**src/rtl/lsu_sequencer.sv**
```systemverilog
// Load/store sequencer: latches one access per start, runs 1-2 bus beats, returns extended load data.
// Build option MISALIGN_SPLIT_EN: split word-crossing H/W accesses into two beats instead of faulting.
module lsu_sequencer #(
    parameter int unsigned TIMEOUT_CYCLES = 255
) (
    input  logic        clk,
    input  logic        rst_n,
    input  logic        start,
    input  logic        rw,
    input  logic [2:0]  func,
    input  logic [31:0] addr,
    input  logic [31:0] wdata,
    output logic        busy,
    output logic        done,
    output logic        fault,
    output logic [31:0] rdata,
    output logic        bus_req,
    output logic        bus_we,
    output logic [31:0] bus_addr,
    output logic [3:0]  bus_be,
    output logic [31:0] bus_wdata,
    input  logic        bus_ack,
    input  logic [31:0] bus_rdata,
    input  logic        bus_err
);

    localparam int TW = (TIMEOUT_CYCLES > 255) ? $clog2(TIMEOUT_CYCLES + 1) : 8;

    typedef enum logic [2:0] {S_IDLE, S_CHECK, S_BEAT0, S_BEAT1, S_RESP} state_e;

    state_e        state_q, state_d;
    logic          rw_q, rw_d;
    logic [2:0]    func_q, func_d;
    logic [31:0]   addr_q, addr_d;
    logic [31:0]   wdata_q, wdata_d;
    logic [TW-1:0] tmo_q, tmo_d;
    logic [31:0]   r0_q, r0_d;
    logic [31:0]   rdata_q, rdata_d;
    logic          fault_q, fault_d;

    logic [1:0]    ofs;
    logic [7:0]    base, mask;
    logic [31:0]   wrep, word;
    logic [63:0]   wsh, lw64;
    logic [31:0]   raw, ld_ext;
    logic          bad_func, misalign, two_beat, timeout;
    logic [TW-1:0] tmo_inc;

    assign ofs  = addr_q[1:0];
    assign word = {addr_q[31:2], 2'b00};

    // Lane masks/data span two words so a crossing access just takes the upper half for beat 1.
    always_comb begin
        case (func_q[1:0])
            2'b00:   begin base = 8'h01; wrep = {4{wdata_q[7:0]}};  end
            2'b01:   begin base = 8'h03; wrep = {2{wdata_q[15:0]}}; end
            default: begin base = 8'h0F; wrep = wdata_q;            end
        endcase
        mask = base << ofs;
        wsh  = {wrep, wrep} << {ofs, 3'b000};
    end

    assign bad_func = (func_q == 3'b011) || (func_q[2:1] == 2'b11) || (rw_q && func_q[2]);

`ifdef MISALIGN_SPLIT_EN
    assign misalign = 1'b0;
    assign two_beat = |mask[7:4];
`else
    assign misalign = ((func_q[1:0] == 2'b01) && ofs[0]) || ((func_q[1:0] == 2'b10) && (ofs != 2'b00));
    assign two_beat = 1'b0;
`endif

    // Beat-0 word sits below the beat-1 word, so bytes come out low-to-high after the shift.
    always_comb begin
        lw64 = (state_q == S_BEAT1) ? {bus_rdata, r0_q} : {32'h0, bus_rdata};
        raw  = 32'(lw64 >> {ofs, 3'b000});
        case (func_q)
            3'b000:  ld_ext = {{24{raw[7]}}, raw[7:0]};
            3'b001:  ld_ext = {{16{raw[15]}}, raw[15:0]};
            3'b100:  ld_ext = {24'h0, raw[7:0]};
            3'b101:  ld_ext = {16'h0, raw[15:0]};
            default: ld_ext = raw;
        endcase
    end

    assign tmo_inc = (&tmo_q) ? tmo_q : tmo_q + TW'(1);
    assign timeout = (TIMEOUT_CYCLES != 0) && (tmo_inc == TW'(TIMEOUT_CYCLES));

    always_comb begin
        state_d = state_q;
        rw_d    = rw_q;
        func_d  = func_q;
        addr_d  = addr_q;
        wdata_d = wdata_q;
        tmo_d   = tmo_q;
        r0_d    = r0_q;
        rdata_d = rdata_q;
        fault_d = fault_q;
        case (state_q)
            S_IDLE: begin
                if (start) begin
                    rw_d    = rw;
                    func_d  = func;
                    addr_d  = addr;
                    wdata_d = wdata;
                    state_d = S_CHECK;
                end
            end
            S_CHECK: begin
                tmo_d = '0;
                if (bad_func || misalign) begin
                    fault_d = 1'b1;
                    rdata_d = '0;
                    state_d = S_RESP;
                end else begin
                    state_d = S_BEAT0;
                end
            end
            S_BEAT0, S_BEAT1: begin
                if (bus_ack) begin
                    if (bus_err) begin
                        fault_d = 1'b1;
                        rdata_d = '0;
                        state_d = S_RESP;
                    end else if (state_q == S_BEAT0 && two_beat) begin
                        r0_d    = bus_rdata;
                        tmo_d   = '0;
                        state_d = S_BEAT1;
                    end else begin
                        fault_d = 1'b0;
                        rdata_d = rw_q ? 32'h0 : ld_ext;
                        state_d = S_RESP;
                    end
                end else if (timeout) begin
                    fault_d = 1'b1;
                    rdata_d = '0;
                    state_d = S_RESP;
                end else begin
                    tmo_d = tmo_inc;
                end
            end
            S_RESP: begin
                fault_d = 1'b0;
                rdata_d = '0;
                state_d = S_IDLE;
            end
            default: state_d = S_IDLE;
        endcase
    end

    always_ff @(posedge clk or negedge rst_n) begin
        if (!rst_n) begin
            state_q <= S_IDLE;
            rw_q    <= 1'b0;
            func_q  <= '0;
            addr_q  <= '0;
            wdata_q <= '0;
            tmo_q   <= '0;
            r0_q    <= '0;
            rdata_q <= '0;
            fault_q <= 1'b0;
        end else begin
            state_q <= state_d;
            rw_q    <= rw_d;
            func_q  <= func_d;
            addr_q  <= addr_d;
            wdata_q <= wdata_d;
            tmo_q   <= tmo_d;
            r0_q    <= r0_d;
            rdata_q <= rdata_d;
            fault_q <= fault_d;
        end
    end

    assign busy  = (state_q != S_IDLE);
    assign done  = (state_q == S_RESP);
    assign fault = fault_q;
    assign rdata = rdata_q;

    // Bus outputs decode straight from state so an async reset drops req in the same instant.
    always_comb begin
        bus_req   = 1'b0;
        bus_we    = 1'b0;
        bus_addr  = '0;
        bus_be    = '0;
        bus_wdata = '0;
        if (state_q == S_BEAT0) begin
            bus_req   = 1'b1;
            bus_we    = rw_q;
            bus_addr  = word;
            bus_be    = mask[3:0];
            bus_wdata = wsh[31:0];
        end else if (state_q == S_BEAT1) begin
            bus_req   = 1'b1;
            bus_we    = rw_q;
            bus_addr  = word + 32'd4;
            bus_be    = mask[7:4];
            bus_wdata = wsh[63:32];
        end
    end

endmodule

```
**config.mk**
```make
export PLATFORM = sky130hd
export DESIGN_NAME = lsu_sequencer
export DESIGN_NICKNAME = d
export VERILOG_FILES = /design/src/rtl/lsu_sequencer.sv
export SDC_FILE = /design/constraint.sdc
export NUM_CORES = 1
export LEC_CHECK = 0
export BUFFER_PORTS_ARGS = -buffer_cell sky130_fd_sc_hd__buf_4
export CORE_MARGIN = 3
export CORE_UTILIZATION = 35
export CTS_CLUSTER_SIZE = 8
export DETAILED_ROUTE_END_ITERATION = 16
export MAX_ROUTING_LAYER = met4
export SYNTH_ARGS = -nofsm -noshare
export SYNTH_HDL_FRONTEND = slang
export SYNTH_SLANG_ARGS = --single-unit
```
**constraint.sdc**
```tcl
create_clock -name clk -period 4.3 [get_ports clk]
set_input_delay 0.86 -clock clk [delete_from_list [all_inputs] [get_ports clk]]
set_output_delay 0.86 -clock clk [all_outputs]
set_load 0.01 [all_outputs]
```
==> After elaboration in Yosys (flattened, before gate mapping) <==
Index checks and enable logic that the tools add are counted.
{ "word_totals": {"regBits": 112, "inputBits": 105, "output_inout_bits": 105, "elab_cells": 84} }
{ "op_classes": {"n_addsub": 2, "n_eq_ne": 17, "n_shift": 3, "mux": 34, "n_reduce_logical": 20} }
{ "ops": {"columns": ["cell", "count"], "rows": [
  ["32-bit 2-to-1 mux", 9],
  ["32-bit case mux with 4 select lines", 1],
  ["32-bit case mux with 3 select lines", 1],
  ["64-bit 2-to-1 mux", 1],
  ["32-bit case mux with 2 select lines", 1],
  ["64-bit by 5-bit << shifter with 64-bit output", 1],
  ["64-bit by 5-bit >> shifter with 32-bit output", 1],
  ["32-bit by 3-bit adder with 32-bit output, second input constant", 1],
  ["8-bit 2-to-1 mux", 3],
  ["8-bit case mux with 2 select lines", 1],
  ["3-bit 2-to-1 mux", 4],
  ["3-bit by 2-bit equality test with 1-bit output, second input constant", 3],
  ["3-bit equality test, second input constant", 3],
  ["3-bit case mux with 3 select lines", 1],
  ["8-bit by 1-bit adder with 8-bit output, second input constant", 1],
  ["8-bit equality test, second input constant", 1],
  ["1-bit 2-to-1 mux", 8],
  ["4-bit 2-to-1 mux", 2],
  ["2-bit inequality test, second input constant", 4],
  ["4-bit case mux with 2 select lines", 1],
  ["8-bit AND reduction", 1],
  ["8-bit by 2-bit << shifter with 8-bit output", 1],
  ["3-bit by 1-bit equality test with 1-bit output, second input constant", 2],
  ["3-bit zero test", 2],
  ["12 further kinds", 22]
]} }

==> Longest topological paths before layout <==
{ "depth": {"depth_word": 8, "mapped_depth": 10, "mapped_depth_nobuf": 7} }

==> Worst setup path after synthesis <==
OpenSTA, ideal clock, no wires.
{ "synth_path": {"path_kind": "register to output", "startpoint": "register state_q[2]", "endpoint": "output bus_wdata[16]", "t_arrival_ns": 1.892, "required_time_ns": 3.440, "path_slack_ns": 1.548, "stages_incl_launch_ff": 11, "path_buffers": 3, "cell_sequence": "dfrtp_1 > nand2b_1 > buf_2 > inv_2 > and2_1 > buf_2 > buf_2 > nand2_1 > o211ai_1 > o21ai_0 > nor2_1"} }
{ "synth_via": {"elab_chain_len": 3, "elab_cells_between_ends": 4, "classes_between": "2 x eq/ne; 2 x mux"} }
{ "synth_lines": {"columns": ["element", "line_no", "text"], "rows": [
  ["start: declaration", "31", "state_e state_q, state_d;"],
  ["start signal: assignment", "163", "state_q <= state_d;"],
  ["3-bit by 2-bit equality test with 1-bit output", "193", "end else if (state_q == S_BEAT1) begin"],
  ["32-bit 2-to-1 mux", "193", null],
  ["32-bit 2-to-1 mux (*)", "187", "if (state_q == S_BEAT0) begin"],
  ["end: declaration", "21", "output logic [31:0] bus_wdata,"]
]} }
Every way passes the cells marked *; elsewhere a longest branch is shown, timed or not.

==> Worst setup path after layout <==
{ "layout_path": {"startpoint": "register state_q[0]", "endpoint": "output bus_addr[22]"} }
{ "layout_via": {"elab_chain_len": 3, "elab_cells_between_ends": 4, "classes_between": "2 x eq/ne; 2 x mux"} }
{ "layout_lines": {"columns": ["element", "line_no", "text"], "rows": [
  ["3-bit by 2-bit equality test with 1-bit output", "193", null],
  ["32-bit 2-to-1 mux", "193", null],
  ["32-bit 2-to-1 mux (*)", "187", null],
  ["end: declaration", "19", "output logic [31:0] bus_addr,"]
]} }
Marks and branches as above.

==> qor.txt <==
Initial antenna violation count: 0
Final Power: 6.07 mW
Residual antenna-violating net count after detailed routing: 0
FP Rows: 52
Synth Area in Simple Gates: 18.2%
Number of global-route vias before repair: 6567
Type of element capturing the critical path: output pin
IO Count: 210
Share of power burned in the clock network: 14.2%
Post-cts hold buffer count: 0
Post-detailed-routing wire length: 22.6 mm
Width of the die: 150 microns
Clock slew seen by the registers of the worst setup and hold paths: 0.08 ns
Tightest slew margin relative to the limit: 26.9%
Dominant combinational cell family by area after synthesis: compound AO/OA/AOI/OAI gates
Fraction of power consumed by combinational cells: 54.6%
Area growth from synthesis to layout: 28.5%
Peak supply drop: 273 uV
Routed WL per cell: 17.8 microns
GP Congestion: 0.825
Pin count of the biggest net entering global routing: 62
Average footprint of a synthesized cell: 8.76 sq um
Endpoints failing setup: 0
Global-route congestion overflow total: 0
Fraction of synthesized cell area in xor and xnor cells: 3.02%
Initial Utilization: 35.7%
Cts repair resizes: 0
H-Tree Depth: 3
Depth of the most critical reg-to-reg path: 7
Post-CTS Setup Bufs: 0
Count of placed standard cells in the final layout, fillers left out: 1273
Num Clock Sinks: 112
Adder-cell share of the synthesized area: 0.345%
Total count of hold-check failures in the final report: 0
Utilization after layout: 45.9%
Number of vias per cell after detailed routing: 5.36
Total standard cell area after synthesis: 7250 sq um
Final standard cell area without fillers: 9310 sq um
CTS Root Cell: clkbuf_16
Number of flip-flops and latches in the synthesized netlist: 112
Maxcap violations: 0
Final sum of negative setup slack: 0 ns
Peak clock frequency supported by timing: 266 MHz
Synth warnings: 0
Post-place instance area: 9010 sq um
Time the final worst path needs with I/O delays and setup: 3.76 ns
Routed vias: 6822
Share of the clock period used by the worst path after layout: 87.5%
Arrival @ worst endpoint: 2.90 ns
Required arrival time at the worst endpoint: 3.44 ns
Relative contribution of sequential cells to total power: 31.2%
Synthesized-area fraction occupied by ao, oa, aoi and oai cells: 19.5%
Total internal power: 3.31 mW
Slack of the worst reg-to-reg path: 1.09 ns
Estimated wirelength of the detail-placed design: 16.2 mm
Setup repair after global routing missed its margin: false
Final slew viol count: 0
Total power density per cell area: 652 nW/um^2
Worst Path Class, Setup: flop to output pin
Post-Route Skew: 0.0111 ns
Tightest Pin Transition: 1.09 ns
Hold Path Stages: 1
Share of synthesized registers carrying an async set or reset: 100%
End of the worst register-to-register path: rdata[22]
Count of different cell masters after synthesis: 60
Net switching power: 2.76 mW
Startpoint of the most critical hold path: rdata[28]
Leakage power total: 4.30 nW
Share of the yosys chip area belonging to registers: 38.7%
TritonCTS clock tree: yes
Remaining design rule violation count: 0
Dominant register cell in the synthesized netlist: dfrtp_1
Startpoint types: flop
Clk_lat worst skew: 0.36 ns
Antenna fix cells: 0
Aggregate global-route resource usage: 20.2%
Portion of netlist area occupied by mux cells: 15.6%
IO buf count: 207
Core outline area: 20300 sq um
Number of nets in the finished design: 1105
Post-synth EDFFs: 0
Detailed Routing Iterations Pass 1: 4
Run status: complete, no violations
Top fanout value on the critical path: 22
Startpoint of the most critical register-to-register path: state_q[0]
Total Die Area: 22500 sq um
Type of the most critical hold path: flop to flop
Synth Instances: 828
CTS Buf Count: 9
Vertical die dimension: 150 microns
CTS max path bufs: 2
Count of placed standard cells including taps: 1257
Share of post-route cells with drive strength above 1: 33.2%
First-pass GRT wire length: 35.3 mm
DR iter-0 viols: 342
End of the worst hold path: rdata[28]
Sw Ratio: 45.4%
[logic make-up (layout without fill, tap and decap cells)]
| kind of cell | count (synthesis) | in the layout |
|---|---|---|
| simple gates | 289 | 289 |
| fa+ha+maj | 2 | 2 |
| buf+inv | 78 | 252 |
| other cells | 1 | 2 |
| mux | 103 | 103 |
| xor+xnor | 25 | 25 |
| flops | 112 | 112 |
| compound gates | 218 | 218 |
[how the worst max path moves through the flow]
| stage | from | end | slack [ns] | cells past startpoint |
|---|---|---|---|---|
| 2_1_floorplan | state_q[2] | bus_wdata[16] | 1.55 | 10 |
| 3_3_place_gp | state_q[0] | bus_addr[22] | 1.03 | 6 |
| 3_5_place_dp | state_q[0] | bus_addr[22] | 0.91 | 6 |
| 4_1_cts | state_q[0] | bus_addr[22] | 0.53 | 6 |
| 5_1_grt | state_q[0] | bus_addr[22] | 0.30 | 6 |
| 6_report | state_q[0] | bus_addr[22] | 0.54 | 6 |
[layout make-up]
class | instances | area (sq um)
clock buffer | 9 | 225
inverter | 14 | 52.6
multi-input combinational | 639 | 4130
sequential | 112 | 2810
tap | 270 | 338
fill | 2059 | 11000
timing repair buffer | 222 | 1690
clock inverter | 7 | 72.6
[cell usage after synthesis (4+ instances only)]
library cell  number  area (sq um)
nand2b_1          12          75.1
a211oi_1           9          67.6
o2bb2ai_1          7          61.3
a211o_1           23           201
mux2_2            81           912
clkbuf_1          39           146
xor2_1            17           149
o22ai_1           14          87.6
dfrtp_1          112          2800
inv_1             13          48.8
a31oi_1            9          56.3
buf_2             13          65.1
nor2_1           112           420
nand4_1           12          75.1
nand3_1           19          95.1
nor3_1            21           105
xnor2_1            8          70.1
and2_1             4          25.0
and4_1             4          35.0
and3_1             8          50.1
or3_1              8          50.1
a22o_1            11          96.3
mux2i_1           22           220
o211ai_1          10          75.1
nand2_1           78           293
o21ai_0           56           280
buf_1              7          26.3
a21oi_1           59           295
[power groups by stage]
stage               Clock (mW)  Combinational [mW]  Sequential, mW
floorplan                    0                2.40            1.77
global placement             0                3.30            1.90
detailed placement           0                3.32            1.91
CTS                      0.888                3.34            1.89
global route             0.935                3.66            1.97
finish                   0.859                3.31            1.90
[cells in the final DEF, fill, tap and decap left out, types with 12 or more instances in the layout]
| cell | n |
|---|---|
| inv_1 | 13 |
| mux2_2 | 81 |
| a211o_1 | 23 |
| nor3_1 | 21 |
| nand2_1 | 78 |
| xor2_1 | 17 |
| mux2i_1 | 22 |
| nand4_1 | 12 |
| dfrtp_1 | 110 |
| o21ai_0 | 56 |
| nor2_1 | 111 |
| a21oi_1 | 59 |
| buf_4 | 220 |
| nand3_1 | 19 |
| o22ai_1 | 14 |
[registers in the layout, indices dropped and copies added (netlist names)]
name,count
rw_q,1
addr_q,32
tmo_q,8
state_q,3
fault,1
rdata,32
func_q,3
wdata_q,32
[critical path, stage by stage (launching register included)]
cell and delay [ns]:
dfrtp_1 0.82, nand2_1 0.31, nor4_1 0.78, nand4_1 0.21, xor2_1 0.18, nor2_1 0.09, buf_4 0.14
[per-stage QoR]
step,hold slack (ns),setup WS [ns]
after CTS,0.499,0.526
after detailed placement,0.479,0.910
after global placement,0.475,1.03
after floorplan,0.475,1.55
final,0.494,0.537
after global routing,0.517,0.295
[routing by layer]
metal,global-route usage (%),routed length (microns)
met1,26.7,9970
met2,31.6,10700
met5,-,0
met4,3.20,184
met3,5.78,1760
No activity file was read; power rests on OpenSTA's default activity.
